===== src/rtl/instr_prefetch_buffer.sv =====
// Sequential instruction prefetcher sitting between the IF stage and the
// instruction fetch interface. It keeps at most one fetch in flight and
// buffers returned words, together with their addresses, in a DEPTH-entry
// FIFO. A branch redirect flushes the FIFO and discards any in-flight word.
//
// Handshakes:
//   IF side   : the head entry transfers when valid_o & ready_i in the same
//               cycle; the head stays stable while valid_o & !ready_i.
//   Fetch side: fetch_req_o is a one-cycle request pulse with fetch_addr_o;
//               fetch_ack_i is a one-cycle pulse returning fetch_rdata_i for
//               the single outstanding request.
module instr_prefetch_buffer #(
  parameter int          DEPTH     = 2,
  parameter logic [31:0] BOOT_ADDR = 32'h0000_0000
) (
  input  logic        clk,
  input  logic        rst_n,
  input  logic        fetch_en_i,
  input  logic        branch_i,
  input  logic [31:0] branch_addr_i,
  output logic        valid_o,
  output logic [31:0] rdata_o,
  output logic [31:0] addr_o,
  input  logic        ready_i,
  output logic        fetch_req_o,
  output logic [31:0] fetch_addr_o,
  input  logic        fetch_ack_i,
  input  logic [31:0] fetch_rdata_i,
  output logic        busy_o,
  output logic [1:0]  dbg_state
);

  localparam int PW = $clog2(DEPTH);
  localparam int CW = PW + 1;

  typedef enum logic [1:0] {
    S_IDLE  = 2'd0,
    S_WAIT  = 2'd1,
    S_ABORT = 2'd2
  } state_t;

  state_t        state;
  state_t        state_nxt;
  logic [31:0]   next_addr;
  logic [31:0]   issued_addr;
  logic [31:0]   mem_addr [DEPTH];
  logic [31:0]   mem_data [DEPTH];
  logic [PW-1:0] wr_ptr;
  logic [PW-1:0] rd_ptr;
  logic [CW-1:0] count;

  logic        outstanding;
  logic [31:0] target;
  logic        space;
  logic        slot_free;
  logic        issue;
  logic        push;
  logic        pop;
  logic        unused_branch_lsbs;

  // The two low bits of the redirect target are forced to zero.
  assign unused_branch_lsbs = ^branch_addr_i[1:0];

  // Issue/push/pop decisions for the current cycle.
  always_comb begin
    outstanding = (state != S_IDLE);
    target      = {branch_addr_i[31:2], 2'b00};
    // An outstanding request reserves a slot; a same-cycle pop is not credited.
    space       = ({1'b0, count} + {{CW{1'b0}}, outstanding}) < (CW + 1)'(DEPTH);
    // A new request may go out once nothing is left in flight, which includes
    // the cycle in which the outstanding request is acknowledged.
    slot_free   = (state == S_IDLE) || fetch_ack_i;
    issue       = fetch_en_i && space && slot_free;
    // A word is kept only when it belongs to a live request and no redirect
    // lands in the same cycle.
    push        = (state == S_WAIT) && fetch_ack_i && !branch_i;
    pop         = valid_o && ready_i;
  end

  // Next-state selection; a redirect with no ack turns WAIT into ABORT.
  always_comb begin
    state_nxt = state;
    if (issue)
      state_nxt = S_WAIT;
    else if (fetch_ack_i && (state != S_IDLE))
      state_nxt = S_IDLE;
    else if (branch_i && (state == S_WAIT))
      state_nxt = S_ABORT;
  end

  // Output drive: request pulse, head of FIFO, status.
  always_comb begin
    fetch_req_o  = issue;
    fetch_addr_o = branch_i ? target : next_addr;
    valid_o      = (count != '0);
    rdata_o      = mem_data[rd_ptr];
    addr_o       = mem_addr[rd_ptr];
    busy_o       = outstanding;
    dbg_state    = state;
  end

  // Request FSM and sequential address generation.
  always_ff @(posedge clk or negedge rst_n) begin
    if (!rst_n) begin
      state       <= S_IDLE;
      next_addr   <= BOOT_ADDR;
      issued_addr <= '0;
    end else begin
      state <= state_nxt;
      if (issue) begin
        issued_addr <= fetch_addr_o;
        next_addr   <= fetch_addr_o + 32'd4;
      end else if (branch_i) begin
        next_addr   <= target;
      end
    end
  end

  // Return-word FIFO; a redirect empties it regardless of push/pop.
  always_ff @(posedge clk or negedge rst_n) begin
    if (!rst_n) begin
      wr_ptr <= '0;
      rd_ptr <= '0;
      count  <= '0;
      for (int i = 0; i < DEPTH; i++) begin
        mem_addr[i] <= '0;
        mem_data[i] <= '0;
      end
    end else if (branch_i) begin
      wr_ptr <= '0;
      rd_ptr <= '0;
      count  <= '0;
    end else begin
      if (push) begin
        mem_addr[wr_ptr] <= issued_addr;
        mem_data[wr_ptr] <= fetch_rdata_i;
        wr_ptr           <= wr_ptr + PW'(1);
      end
      if (pop)
        rd_ptr <= rd_ptr + PW'(1);
      if (push && !pop)
        count <= count + CW'(1);
      else if (!push && pop)
        count <= count - CW'(1);
    end
  end

  // The space rule must make a push into a full FIFO impossible.
  assert property (@(posedge clk) disable iff (!rst_n)
    push |-> (count != CW'(DEPTH)))
    else $error("push into full prefetch FIFO");

endmodule


===== config.mk =====
export PLATFORM = sky130hd
export DESIGN_NAME = instr_prefetch_buffer
export DESIGN_NICKNAME = d
export VERILOG_FILES = /design/src/rtl/instr_prefetch_buffer.sv
export SDC_FILE = /design/constraint.sdc
export NUM_CORES = 1
export LEC_CHECK = 0
export ABC_AREA = 1
export BUFFER_PORTS_ARGS = -buffer_cell sky130_fd_sc_hd__buf_2
export CELL_PAD_IN_SITES_DETAIL_PLACEMENT = 0
export CELL_PAD_IN_SITES_GLOBAL_PLACEMENT = 2
export CORE_UTILIZATION = 36
export CTS_CLUSTER_DIAMETER = 200
export DETAILED_ROUTE_END_ITERATION = 7
export PLACE_DENSITY_LB_ADDON = 0.1
export SYNTH_ARGS = -nofsm -noshare
export SYNTH_HDL_FRONTEND = slang
export SYNTH_SLANG_ARGS = --single-unit

===== constraint.sdc =====
create_clock -name clk -period 2.1 [get_ports clk]
set_input_delay 0.105 -clock clk [delete_from_list [all_inputs] [get_ports clk]]
set_output_delay 0.105 -clock clk [all_outputs]
set_load 0.005 [all_outputs]

==> metrics.txt <==
status complete, no violations; most frequent CP cell nand2_1; setup TNS 0 ns; DRC violations left 0; CP arrival approximately 1.7 ns; Post-CTS Setup Inserts 0; number of synthesized register bits ~200; Yosys top cell by area dfrtp_1; Avg Inst Size Synth a little under 9 um^2; vias in the first global route just under 7000; Fill cells about 2600; DPL Wire Length roughly 16 mm; post-cts gate resize count 0; CP Cell Sequence inv_1 > nand2_1 > nand2_1 > nand2_1 > inv_2 > buf_4 > buf_2; switching share of total power 0.344; Reg power frac 0.442; die width approximately 160 um; Pleak approximately 5.7 nW; WL final approximately 23 mm; Pint 8.99 mW; Initial DRC Count 434; Syn Std Cell Area between 9000 and 10000 um^2; Synth Flop Type dfrtp_1; Cell Pwr Density around 1200 nW/um^2; area of the multi-input gates between 3000 and 4000 um^2; synthesis-to-finish area growth 24.3%; H-tree level count 4; minimum clock period 1.84 ns; Psw 4.71 mW; Critical Path Max Stage Delay approximately 0.43 ns; via count 7262; critical path required time about 2 ns; Final setup viols 0; antenna cells 0; layout cells sized above 1 0.257; met3 usage 0.0270; TritonCTS Buffers 17; Startpoint Class flip-flop; global route overflow 0; Final ANT Viol Nets 0; Initial Util 0.367; Clk pwr share 0.227; Slew Viols, Final 0; Chip Height between 150 and 200 um; synth top area cells dfrtp_1, nand2_1, o21ai_0; Commonest cells post-synth nand2_1, dfrtp_1, o21ai_0, inv_1, mux2_2; Fmax achieved between 0.5 and 0.6 GHz; clock transition at the registers of the reported paths 0.08 ns; clock sinks 198; critical path fanouts, max 9; CTS tree done; met2 usage 0.259; yosys warns 0; Clock Latency Late Sink about 0.43 ns; Post-synth EDFFs 0; GR Layer Usage met1 0.274; routed len/inst around 14 um; Yosys cell types 32; Setup crit end kind output port; max_cap viols 0; FF/Latch Area slightly below 5000 um^2; Tcrit/Tclk final 0.878; Total Routing Usage GR 0.181; Max-slew headroom 0.592; Comb pwr share 0.331; crit path kind flip-flop to output port; row count 58; CTS Buffer Depth 2; die area between 20000 and 30000 um^2; Design Power 13.7 mW; Min Hold Slack approximately 0.019 ns; Hold WC Path Type primary input to flip-flop; Non-Filler Instances roughly 1600; unrepaired setup endpoints after global routing false; sequential fraction of the synthesis area 0.534; Final Skew around 0.018 ns; clock root buffer clkbuf_16; count of final hold-check violations 0; port buffer count approximately 170; total iterations of the first detailed-routing run 4; Core Region between 20000 and 30000 um^2; placed cells around 1500; most used routing layer met1; slowest CP cell dfrtp_1; Synth top area share 0.534; Vias/cell about 4.5; routability cong. 0.824; global-route wire length before repair between 30 and 40 mm; initial antenna violation count 0; Worst VDD drop 460 uV; Cells after Synth about 1100; Async SR Flop Fraction 1.00; Final Core Density 0.457; worst-margin pin slew between 0.6 and 0.7 ns; pin count of the biggest net entering global routing between 100 and 150; I/O pins 171; Nets 1341; Synthesized Nets 1141; most frequent cell after synthesis nand2_1
-- critical path, delay by kind of cell (launching register included) --
| kind | cells | cell delay (ns) |
|---|---|---|
| buf+inv | 4 | 0.60 |
| simple gates | 3 | 0.27 |
| flops | 1 | 0.43 |
-- through the flow --
stage               cell area, um^2  setup slack, ns
floorplan                      9270            0.588
global placement              10600            0.121
detailed placement            10600            0.112
CTS                           11500            0.198
global route                  11500           0.0817
finish                        11500            0.256
-- state kept, by name (all words and copies together), names as in the netlist --
signal and count:
mem_data 64, count 2, wr_ptr 1, rd_ptr 1, issued_addr 32, next_addr 32
mem_addr 64, dbg_state 2
-- kinds of logic (layout without fill, tap and decap cells) --
| kind of cell | after synthesis | count (layout) | synth area share |
|---|---|---|---|
| AND/OR/NAND/NOR | 436 | 436 | 0.199 |
| flip-flops | 198 | 198 | 0.534 |
| buffers and inverters | 182 | 394 | 0.0814 |
| AO/OA/AOI/OAI | 181 | 181 | 0.0998 |
| multiplexers | 59 | 59 | 0.0716 |
| XOR/XNOR | 13 | 13 | 0.0123 |
| adder cells (fa/ha/maj) | 1 | 1 | 0.00135 |
-- cell usage in the layout, fill, tap and decap left out, types with 10 or more instances in the layout --
cell,n
nand2_1,330
dfrtp_1,198
o21ai_0,167
buf_2,167
inv_1,125
mux2_2,59
dlygate4sd3_1,37
nor2_1,30
nand3_1,30
clkbuf_16,17
buf_4,16
nand2_2,13
xor2_1,12
nor2_4,11
buf_12,10
-- layout make-up --
class                           instances  share of cell area
Timing Repair Buffer                  231               0.134
Multi-Input combinational cell        690               0.311
Inverter                              132              0.0431
Clock buffer                           18              0.0372
Tap cell                              330              0.0358
Clock inverter                         13             0.00998
Sequential cell                       198               0.430
-- layer usage --
metal | up-vias | routed length [um] | part of all wire
li1 | 3779 | - | -
met1 | 3289 | 12100 | 0.53
met2 | 169 | 9340 | 0.41
met3 | 25 | 907 | 0.040
met4 | 0 | 413 | 0.018
met5 | - | 0 | 0
-- power by group through the flow --
stage          Sequential [mW]  Combinational, mW  Clock [mW]
5_1_grt                   6.26               5.21        3.38
4_1_cts                   6.07               4.64        3.22
3_3_place_gp              6.11               4.51           0
2_1_floorplan             5.94               2.81           0
3_5_place_dp              6.14               4.58           0
6_report                  6.06               4.54        3.11
-- worst paths after layout --
kind | startpoint | endpoint | slack [ns] | cells past startpoint
min in group asynchronous | rst_n | mem_data[58] | 0.26 | 2
min | branch_addr_i[13] | issued_addr[13] | 0.02 | 3
max reg2reg | dbg_state[1] | mem_addr[46] | 0.32 | 6
max in group asynchronous | rst_n | issued_addr[26] | 1.10 | 3
min reg2reg | issued_addr[0] | mem_addr[0] | 0.48 | 2
max | dbg_state[0] | fetch_req_o | 0.26 | 7
-- repair_timing --
action                     4_1_cts  5_1_grt
hold endpoints to repair       135        0
hold buffers                    37        0
setup endpoints to repair        0        0
No activity file was read; power rests on OpenSTA's default activity.
